===== config.mk =====
export PLATFORM = sky130hd
export DESIGN_NAME = nco_freq_sweep
export DESIGN_NICKNAME = d
export VERILOG_FILES = /design/src/rtl/nco_freq_sweep.sv
export SDC_FILE = /design/constraint.sdc
export NUM_CORES = 1
export LEC_CHECK = 0
export CORE_MARGIN = 8
export CORE_UTILIZATION = 56
export CTS_CLUSTER_DIAMETER = 60
export DETAILED_ROUTE_END_ITERATION = 7
export DONT_BUFFER_PORTS = 1
export HOLD_SLACK_MARGIN = 0.02
export PLACE_DENSITY = 0.72
export SLEW_MARGIN = 40
export SYNTH_ARGS = -nofsm -noshare
export SYNTH_HDL_FRONTEND = slang
export SYNTH_SLANG_ARGS = --single-unit

===== constraint.sdc =====
create_clock -name CLK -period 5.9 [get_ports CLK]
set_input_delay 1.18 -clock CLK [delete_from_list [all_inputs] [get_ports CLK]]
set_output_delay 1.18 -clock CLK [all_outputs]
set_load 0.05 [all_outputs]

===== src/rtl/nco_freq_sweep.sv =====
//-----------------------------------------------------------------------------
// NcoFreqSweep (module nco_freq_sweep)
//
// Purpose:
//   Generates the NCO phase increment for stepped-frequency operation. On an
//   accepted start the sweep configuration is captured, and phase_inc walks
//   from f_start towards f_stop in increments of f_step. Each value is held
//   for max(dwell,1) clken ticks. When the next step would pass f_stop,
//   overflow the phase word, or f_step is zero, the sweep either restarts at
//   f_start (repeat mode) or parks in DONE with the last value held.
//
// Ports:
//   CLK          system clock
//   reset_n      asynchronous active-low reset
//   clken        12.5 MHz tick enable; all sweep progress is gated by it
//   start        begin a sweep (honoured only in IDLE or DONE, on a tick)
//   abort        return to IDLE on any CLK edge, highest priority
//   repeat_en    0 = single sweep, 1 = restart at f_start after the end
//   f_start      first phase increment
//   f_stop       inclusive upper limit of the sweep
//   f_step       unsigned increment per step
//   dwell        ticks per frequency (0 behaves as 1)
//   phase_inc    registered phase increment to the NCO
//   busy         high while sweeping (DWELL)
//   step_strobe  one-CLK pulse when phase_inc advances to a new step
//   wrap_strobe  one-CLK pulse when a repeat sweep reloads f_start
//   done         high in DONE
//   step_index   current step number, 0 at f_start
//-----------------------------------------------------------------------------
module nco_freq_sweep #(
  parameter int PHASE_W = 32,
  parameter int DWELL_W = 18,
  parameter int IDX_W   = 16
) (
  input  logic               CLK,
  input  logic               reset_n,
  input  logic               clken,
  input  logic               start,
  input  logic               abort,
  input  logic               repeat_en,
  input  logic [PHASE_W-1:0] f_start,
  input  logic [PHASE_W-1:0] f_stop,
  input  logic [PHASE_W-1:0] f_step,
  input  logic [DWELL_W-1:0] dwell,
  output logic [PHASE_W-1:0] phase_inc,
  output logic               busy,
  output logic               step_strobe,
  output logic               wrap_strobe,
  output logic               done,
  output logic [IDX_W-1:0]   step_index
);

  typedef enum logic [1:0] {
    IDLE  = 2'd0,
    DWELL = 2'd1,
    DONE  = 2'd2
  } sweepState_e;

  sweepState_e        state_q;
  logic [DWELL_W-1:0] cnt_q;
  logic [PHASE_W-1:0] phaseInc_q;
  logic [IDX_W-1:0]   stepIndex_q;
  logic               busy_q;
  logic               done_q;
  logic               stepStrobe_q;
  logic               wrapStrobe_q;

  // Configuration captured on an accepted start
  logic [PHASE_W-1:0] fStart_q;
  logic [PHASE_W-1:0] fStop_q;
  logic [PHASE_W-1:0] fStep_q;
  logic [DWELL_W-1:0] dwellReload_q;
  logic               repeatEn_q;

  logic [PHASE_W:0]   stepSum_d;
  logic               sweepEnd_d;
  logic [DWELL_W-1:0] dwellReload_d;

  // The candidate next frequency is formed one bit wider so that a phase
  // word overflow is visible as a carry rather than a silent wrap to a small
  // value. A zero step would otherwise repeat the same frequency forever, so
  // it is treated as the end of the sweep too.
  assign stepSum_d  = {1'b0, phaseInc_q} + {1'b0, fStep_q};
  assign sweepEnd_d = stepSum_d[PHASE_W]
                    | (stepSum_d[PHASE_W-1:0] > fStop_q)
                    | (fStep_q == '0);

  // Counter reload is dwell-1 so that a value is held for exactly dwell
  // ticks; dwell of 0 folds onto 1 (reload of 0).
  assign dwellReload_d = (dwell == '0) ? '0 : (dwell - DWELL_W'(1));

  // Single sequential block for the sweep FSM, its datapath and the
  // registered status outputs. Strobes default low every edge so they are
  // one CLK wide and stay low while clken is low.
  always_ff @(posedge CLK or negedge reset_n) begin
    if (!reset_n) begin
      state_q       <= IDLE;
      cnt_q         <= '0;
      phaseInc_q    <= '0;
      stepIndex_q   <= '0;
      busy_q        <= 1'b0;
      done_q        <= 1'b0;
      stepStrobe_q  <= 1'b0;
      wrapStrobe_q  <= 1'b0;
      fStart_q      <= '0;
      fStop_q       <= '0;
      fStep_q       <= '0;
      dwellReload_q <= '0;
      repeatEn_q    <= 1'b0;
    end else begin
      stepStrobe_q <= 1'b0;
      wrapStrobe_q <= 1'b0;

      if (abort) begin
        // Abort wins over everything, including a start on the same edge,
        // and does not wait for a tick. phase_inc and step_index keep their
        // values so the NCO keeps a defined frequency.
        state_q <= IDLE;
        busy_q  <= 1'b0;
        done_q  <= 1'b0;
      end else if (clken) begin
        unique case (state_q)
          IDLE, DONE: begin
            if (start) begin
              fStart_q      <= f_start;
              fStop_q       <= f_stop;
              fStep_q       <= f_step;
              dwellReload_q <= dwellReload_d;
              repeatEn_q    <= repeat_en;
              phaseInc_q    <= f_start;
              stepIndex_q   <= '0;
              cnt_q         <= dwellReload_d;
              state_q       <= DWELL;
              busy_q        <= 1'b1;
              done_q        <= 1'b0;
            end
          end

          DWELL: begin
            if (cnt_q != '0) begin
              cnt_q <= cnt_q - DWELL_W'(1);
            end else if (!sweepEnd_d) begin
              phaseInc_q   <= stepSum_d[PHASE_W-1:0];
              stepIndex_q  <= stepIndex_q + IDX_W'(1);
              stepStrobe_q <= 1'b1;
              cnt_q        <= dwellReload_q;
            end else if (repeatEn_q) begin
              phaseInc_q   <= fStart_q;
              stepIndex_q  <= '0;
              wrapStrobe_q <= 1'b1;
              cnt_q        <= dwellReload_q;
            end else begin
              // Single sweep finished: the last frequency stays on the NCO.
              state_q <= DONE;
              busy_q  <= 1'b0;
              done_q  <= 1'b1;
            end
          end

          default: begin
            state_q <= IDLE;
            busy_q  <= 1'b0;
            done_q  <= 1'b0;
          end
        endcase
      end
    end
  end

  assign phase_inc   = phaseInc_q;
  assign busy        = busy_q;
  assign step_strobe = stepStrobe_q;
  assign wrap_strobe = wrapStrobe_q;
  assign done        = done_q;
  assign step_index  = stepIndex_q;

endmodule

[Word level (Yosys, flattened, before mapping)]
Index checks and enable logic that the tools add are counted.
Widths: inputs -> output; s select.
Storage, ports and cells
  logic and storage cells: 90
  flip-flop bits (word level): 187
  input port bits: 120
  output and inout port bits: 52
Operators by class
  bitwise gates (word level): 3
  add/sub/neg operators: 4
  mux-type cells: 48
  reductions and logical operators: 11
  equal/unequal tests: 10
  magnitude comparators: 1
Operators with widths (number)
  $mux 32: 4
  $mux 18: 5
  $mux 16: 4
  $pmux 32 s2: 1
  $pmux 18 s2: 1
  $sub 18x1->18 const B: 2
  $add 32x32->33: 1
  $gt 32x32->1: 1
  $logic_not 32->1: 1
  $pmux 16 s2: 1
  $mux 1: 23
  $logic_not 18->1: 1
  $reduce_bool 18->1: 1
  $add 16x1->16 const B: 1
  $ne 3x3->1 const B: 5
  $mux 2: 6
  $reduce_and 5->1: 2
  $reduce_and 6->1: 1
  $ne 2x2->1 const B: 2
  $ne 4x4->1 const B: 1
  $pmux 1 s2: 2
  $pmux 2 s2: 1
  $reduce_and 4->1: 1
  $reduce_bool 2->1: 2
  other kinds (6): 7

[Longest topological paths before layout]
  depth in word-level cells: 9
  gate-level depth with buffers: 21
  mapped depth without buffers: 19

[Worst setup path before layout]
No wires, ideal clock.
  path kind: reg2reg
  from: register phaseInc_q[11] (netlist: phase_inc[11])
  to: register stepIndex_q[14] (netlist: step_index[14])
  period minus slack after synthesis: 5.126 ns
  cell stages (with the launch flop): 17
  data arrival time: 5.034 ns
  data required time: 5.808 ns
  setup slack: 0.774 ns
  path buffers: 1
  setup time: 0.092 ns
  cells stage by stage: dfrtp_1 ha_1 and2_1 a221o_1 o311a_1 nor3_1 o21bai_1 xor2_1 ha_1 nand4_1 or4_4 o21bai_2 o22ai_2 or4_4 buf_6 or3_4 o31ai_2
Between the ends
  longest elaborated chain between the ends: 7
Ends and longest elaborated chain
  start, declared: line 61  | logic [PHASE_W-1:0] phaseInc_q;
  start signal, assigned: line 130  | phaseInc_q <= f_start;
  start signal, assigned: line 143  | phaseInc_q <= stepSum_d[PHASE_W-1:0];
  start signal, assigned: line 148  | phaseInc_q <= fStart_q;
  $add 32x32->33 (*): line 83  | assign stepSum_d = {1'b0, phaseInc_q} + {1'b0, fStep_q};
  $gt 32x32->1: line 85  | | (stepSum_d[PHASE_W-1:0] > fStop_q)
  $or 1x1->1 (*): line 85
  $or 1x1->1 (*): line 86  | | (fStep_q == '0);
  $mux 16: line 142  | end else if (!sweepEnd_d) begin
  $mux 16: line 140  | if (cnt_q != '0) begin
  $pmux 16 s2: line 122  | unique case (state_q)
  end signal, assigned: line 144  | stepIndex_q <= stepIndex_q + IDX_W'(1);
  end, declared: line 62  | logic [IDX_W-1:0] stepIndex_q;
Every way passes the cells marked *; elsewhere a longest branch is shown, timed or not. The select of a mux whose other input is x is not followed.
A chain may end at the register's enable or synchronous reset.

[Worst setup path in the final report]
  from: register phaseInc_q[7] (netlist: phase_inc[7])
  to: register stepIndex_q[14] (netlist: step_index[14])
Same word-level chain as after synthesis.

==> metrics.txt <==
status=finished clean; post-place instance area=between 0.01 and 0.015 sq mm; clock slew at reported path FFs=80 ps; Max Cap Viol=0; Top Family by Delay on Critical Path=compound AO/OA/AOI/OAI gates; crit path cell chain=ha_1 -> o21ai_0 -> a211oi_1 -> a21oi_1 -> a21oi_2 -> o2111ai_1 -> a21boi_0 -> nor2_1 -> ha_1 -> nand4_1 -> or4_4 -> o21bai_2 -> o22ai_2 -> nor4_4 -> buf_4 -> o311ai_4 -> buf_4 -> o21ai_1 -> o31ai_2; Critical Path Max Stage Delay=600 ps; CTS Buf Count=17; DRC violations left=0; Max Buffers Root-to-Sink=2; Post-Synth Simple-Gate Area=0.220; total number of vias=between 9k and 10k; 1st-iter DRT viols=~810; Total Power=6050 uW; initial antenna violation count=0; count of cell types in the netlist=between 70 and 80; Final Cell Area=between 0.01 and 0.015 sq mm; Clk pwr share=0.205; Post-Place Worst Slack=between 300 and 400 ps; row count=52; worst setup path class=flip-flop to flip-flop; worst min path class=primary input to asynchronous set/reset pin; startpoint types=flip-flop; largest net degree at the start of global routing=approximately 190; root cell of the clock tree=clkbuf_16; Worst setup EP type=flip-flop; syn avg cell area=8.37 sq um; Fin Clk Skew=about 12 ps; ys flop type=dfrtp_1; combinational family with the most area after synthesis=simple AND/OR/NAND/NOR gates; mux cell area share after synthesis=0.0194; placer's final routability congestion estimate=0.908; sequential share of power=0.324; grt total ovfl=0; Comb power frac=0.471; R2R cell count=19; Routed WL=31900 um; First-pass DRT Iterations=5; P_leak=0.00579 uW; top cell type's share of synthesized area=0.406; final setup fails=0; RSZ-0062 raised after global routing=no; Placeable Area=just over 0.02 sq mm; area added between synthesis and finish=8.30%; Wirelength per Cell=a little under 20 um; H-tree depth=4; worst-path fanout max=37; worst r2r dst=step_index[14]$_DFFE_PN0P_; CP arrival=5810 ps; ys async rst share=1.00; I/O pin cnt=172; share of post-route cells with drive strength above 1=0.0656; post-synthesis adder-cell area fraction=0.0749; Net Count, Synth=~1.6k; f_max=0.181 GHz; Post-synth EDFFs=0; Synth Cell Area=roughly 0.011 sq mm; GRT Total Usage=0.251; area leader, netlist=dfrtp_1; reg2reg start=phase_inc[7]$_DFFE_PN0P_; Max transition margin=0.477; post-synthesis sequential element count=roughly 190; sequential cell area fraction in the yosys report=0.406; Post-CTS Hold Fix Bufs=0; port buffer count=0; nets@finish=about 1.5k; TNS Setup=0 ps; Slowest cell on crit path=dfrtp_1; Slew @ Worst Pin=~800 ps; Synth Instances=between 1k and 1.5k; Final Cycle Share=0.934; Initial Util=0.568; P_int=3310 uW; clk sink count=~190; fin worst setup slack=390 ps; Ant. Diodes=0; later-pin clock latency in the skew report=about 440 ps; die area=0.0253 sq mm; worst vdd ir=about 0.00040 V; min Tclk post-route=about 5500 ps; first-pass GRT wire length=51700 um; die height=~160 um; Synth Area in XOR/XNOR=0.0351; Yosys warnings=0; vias in the first global route=9379; postcts setup bufs=0; switching power=2740 uW; CTS resizes=0; Final Max Slew Viols=0; reg2reg setup slack=a little under 400 ps; WP data required=about 6200 ps; drt via density=~6.1; post-synthesis compound-gate area fraction=0.203; synth top area cells=dfrtp_1 (41%), nand2_1 (11%), ha_1 (7.3%), a21oi_1 (3.4%), o21ai_0 (3.1%); hpwl dp=between 20000 and 25000 um; Worst Path Buf+Inv=2; Sw Ratio=0.452; pwr dens=between 400 and 500 mW/mm^2; CTS tree=yes; DIE WIDTH=roughly 160 um; Final Hold Viols=0; post-route ant nets=0
## cell usage after synthesis (all sizes together), types with 7 or more instances
cell / count
a21o: 26
a31oi: 11
clkbuf: 48
nor2: 80
and3: 13
inv: 46
nor3: 45
o211ai: 10
mux2i: 20
o21ai: 114
and2: 9
nand4: 14
ha: 67
a21oi: 77
xor2: 20
or3: 7
o31ai: 35
xnor2: 26
nand2: 342
nand3: 18
a211oi: 31
buf: 23
nor4: 13
o21a: 8
dfrtp: 186
## cell usage in the layout (no fill, tap or decap), drive strengths merged, types with 9 or more instances in the layout
cell type,Yosys,routed
nand2,342,342
o211ai,10,10
buf,23,26
o31ai,35,35
mux2i,20,20
nand3,18,18
a21oi,77,77
nor4,13,13
and3,13,13
nor3,45,45
clkbuf,48,18
ha,67,67
and2,9,9
dfrtp,186,186
a211oi,31,31
nor2,80,80
nand4,14,14
xnor2,26,26
a31oi,11,11
o21ai,114,114
inv,46,52
a21o,26,26
xor2,20,20
## worst reg2reg max path, stage by stage, from the launching register on
cell and delay (ps):
dfrtp_1 600, ha_1 480, o21ai_0 140, a211oi_1 390, a21oi_1 160, a21oi_2 360
o2111ai_1 210, a21boi_0 280, nor2_1 130, ha_1 330, nand4_1 160, or4_4 470
o21bai_2 160, o22ai_2 120, nor4_4 310, buf_4 340, o311ai_4 150, buf_4 300
o21ai_1 220, o31ai_2 80
## state kept, by name, summed over array words and instances (netlist names)
name,cells
fStep_q,32
phase_inc,32
done,1
step_strobe,1
repeatEn_q,1
dwellReload_q,18
wrap_strobe,1
state_q,2
cnt_q,18
fStart_q,32
step_index,16
fStop_q,32
## how the worst max path moves through the flow
stage	endpoint	start	cells past startpoint	slack, ps
finish	step_index[14]$_DFFE_PN0P_	phase_inc[7]$_DFFE_PN0P_	19	390
global route	cnt_q[0]$_DFFE_PN0P_	phase_inc[7]$_DFFE_PN0P_	19	30
CTS	step_index[14]$_DFFE_PN0P_	phase_inc[7]$_DFFE_PN0P_	19	270
detailed placement	step_index[14]$_DFFE_PN0P_	phase_inc[7]$_DFFE_PN0P_	19	310
global placement	step_index[14]$_DFFE_PN0P_	phase_inc[7]$_DFFE_PN0P_	19	310
floorplan	step_index[14]$_DFFE_PN0P_	phase_inc[11]$_DFFE_PN0P_	16	770
## cells by family after synthesis
kind of cell / after synthesis
compound gates: 359
flops: 186
buf+inv: 117
simple gates: 572
xor+xnor: 46
fa+ha+maj: 68
mux: 22
## metrics by stage
stage / hold WS (ps) / instances / utilization
2_1_floorplan: 437 / 1370 / -
3_3_place_gp: 451 / 1594 / 0.582
3_5_place_dp: 463 / 1594 / 0.582
4_1_cts: 421 / 1626 / 0.613
5_1_grt: 412 / 1627 / 0.616
6_report: 436 / 1627 / 0.616
## cell type report
type	count	area, sq um
Inverter	46	173
Tap cell	270	338
Sequential cell	186	4650
Fill cell	1789	7750
Clock buffer	18	439
Multi-Input combinational cell	1067	6400
Timing Repair Buffer	26	228
Clock inverter	14	185
## routing by layer
metal,GRT usage,vias up,part of all wire
met2,0.385,345,0.45
met3,0.0685,43,0.082
met4,0.0746,0,0.020
li1,-,4764,-
met1,0.343,4695,0.45
met5,0,-,0
## power by group through the flow
stage | clock network (uW) | registers (uW) | logic [uW]
6_report | 1240 | 1960 | 2850
5_1_grt | 1310 | 1990 | 3150
4_1_cts | 1260 | 1960 | 2830
3_5_place_dp | 0 | 1970 | 2810
3_3_place_gp | 0 | 1970 | 2760
2_1_floorplan | 0 | 2020 | 2050
No activity file was read; power rests on OpenSTA's default activity.
==> edit, RTL diff (same settings) <==
`DWELL_W`: 18 -> 16.
--- a/src/rtl/nco_freq_sweep.sv
+++ b/src/rtl/nco_freq_sweep.sv
@@ -29,7 +29,7 @@
 //-----------------------------------------------------------------------------
 module nco_freq_sweep #(
   parameter int PHASE_W = 32,
-  parameter int DWELL_W = 18,
+  parameter int DWELL_W = 16,
   parameter int IDX_W   = 16
 ) (
   input  logic               CLK,
Interface: changed (resized dwell); port bits go from 172 to 170. No check against the original RTL was run, so the function may have changed too.
==> edit against the unedited design <==
Sequential cell count is 4 lower; non-clock buffer count down 10; clock power up 6%; design area is 4.8% lower; sequential power shrank 4%; global-route usage up 0.40 points; worst setup slack lost 64 ps; critical path depth unchanged; routed wire length decreased by 5.6%; combinational power down 15%; utilization is 0.40 points lower; area after synthesis shrank 4.7%; power is 7.3% lower; critical path type unchanged.
==> edit: results (changes against the unedited design) <==
Run status
  – Status: finished clean

Power
  – Sequential share of power: 0.338 (+0.014)
  – Clk. pwr: 1.31 mW (+6%)
  – Internal power: 3.23 mW (-2.6%)
  – Overall Power: 5.61 mW (-7.3%)
  – Leak: 5.71 nW (-1.4%)
  – Peak supply drop: 0.253 mV (-37%)

STA
  – Final Cycle Share: 0.945 (+0.0108)
  – Slew @ Worst Pin: 698 ps (-84.4 ps)
  – Clk_skew: 14.0 ps (+2.34 ps)
  – WHS: 432 ps (-4.58 ps)

Synth
  – Sequential-to-total area share from yosys stat: 0.417 (+0.0108)
  – Fraction of registers with async set/reset: 1.00 (unchanged)
  – Mux cell area share after synthesis: 0.0167 (-0.00271)
  – Post-synthesis compound-gate area fraction: 0.181 (-0.0212)
  – Top post-synthesis cells by area: dfrtp_1, nand2_1, ha_1
  – Post-synth top flop: dfrtp_1
  – Synth top cells by count: nand2_1, dfrtp_1, o21ai_0
  – Yosys top cell area share: 0.417 (+0.0108)
  – Adder-Cell Fraction of Synth Area: 0.0797 (+0.00482)
  – Post-Synth XOR/XNOR Area: 0.0369 (+0.00173)
  – Avg Cell Area, Syn: 8.27 sq um (-1.2%)
  – Post-synthesis cell type count: 71 (-5.3%)

Global routing
  – GR met3 Demand/Resource: 0.0798 (+0.0113)
  – Gr usage total: 0.255 (+0.00399)
  – Vias in the first global route: 9055 (-3.5%)
  – Largest net degree at the start of global routing: 183 (-2.1%)
  – First-pass GRT wire length: 48.9 mm (-5.4%)
  – Met2 GRT Util: 0.403 (+0.0185)
  – GRT met1 Usage: 0.325 (-0.0173)

Critical path
  – CP startpoint: phase_inc[6]
  – Reg-to-reg setup timing slack: 330 ps (-60 ps)
  – CP top delay family: compound AO/OA/AOI/OAI gates
  – Crit path max fanout: 29 (-22%)
  – Max incr delay on CP: 670 ps (+70 ps)
  – Critical path arrival: 5900 ps (+90 ps)

Placed design
  – GPL Wtd Cong: 0.939 (+3.5%)
  – Placed standard-cell area: 0.0111 sq mm (-5.1%)
  – Worst slack, placed: 379 ps (+68.7 ps)
  – DP Wirelength: 21.7 mm (-4.6%)
  – IO buf count: 0 (unchanged)

Final layout
  – Share of layout cells above drive strength 1: 0.0588 (-0.00676)
  – Fill cell count: 1704 (-4.8%)
  – Fin nets: 1483 (-3.2%)

Route
  – Met3 Routed Length: 2.66 mm (+1.9%)
  – Post-detailed-routing wire length: 30.2 mm (-5.6%)
  – DRT met1 WL: 12.8 mm (-11%)
  – Detailed router's first-iteration violation count: 610 (-25%)
  – Vias per cell: 5.89 (-2.8%)
  – Met2 Wirelength: 13.9 mm (-2.9%)
  – Vias after detailed routing: 9263 (-5.9%)

CTS
  – Root Buffer: clkbuf_16
  – CTS max path bufs: 2 (unchanged)
edit: changes by cell type after synthesis, sizes merged, moves of 6 or more:
cell    before  now
a21oi       77   71
clkbuf      48   34
nand2      342  379
a211oi      31   18
nor3        45   23
and3        13   27
nor2        80   48
o31ai       35    6
o21ai      114  166
o31a         6    0
o21a         8    0
edit: final cells by class:
class	count	area, sq um	share of cell area
clock inverters	10	190	0.0161
multi-input cells	1032	5950	0.503
inverters	47	176	0.0149
well taps	265	332	0.0280
clock buffers	22	484	0.0410
flip-flops and latches	182	4560	0.386
repair buffers	16	133	0.0112
edit: what timing repair did:
item,CTS,global route
gates resized for setup,0,3
buffers inserted,0,0
endpoints found under the setup margin,0,9
edit: path summary, 6_finish.rpt:
check / endpoint / cells after the start
setup reg to reg: cnt_q[6] / 19
hold / removal: fStep_q[5] / 0
max in group asynchronous: phase_inc[9] / 0
hold reg to reg: fStart_q[15] / 2
setup / recovery: cnt_q[6] / 19
min in group CLK: fStart_q[15] / 2
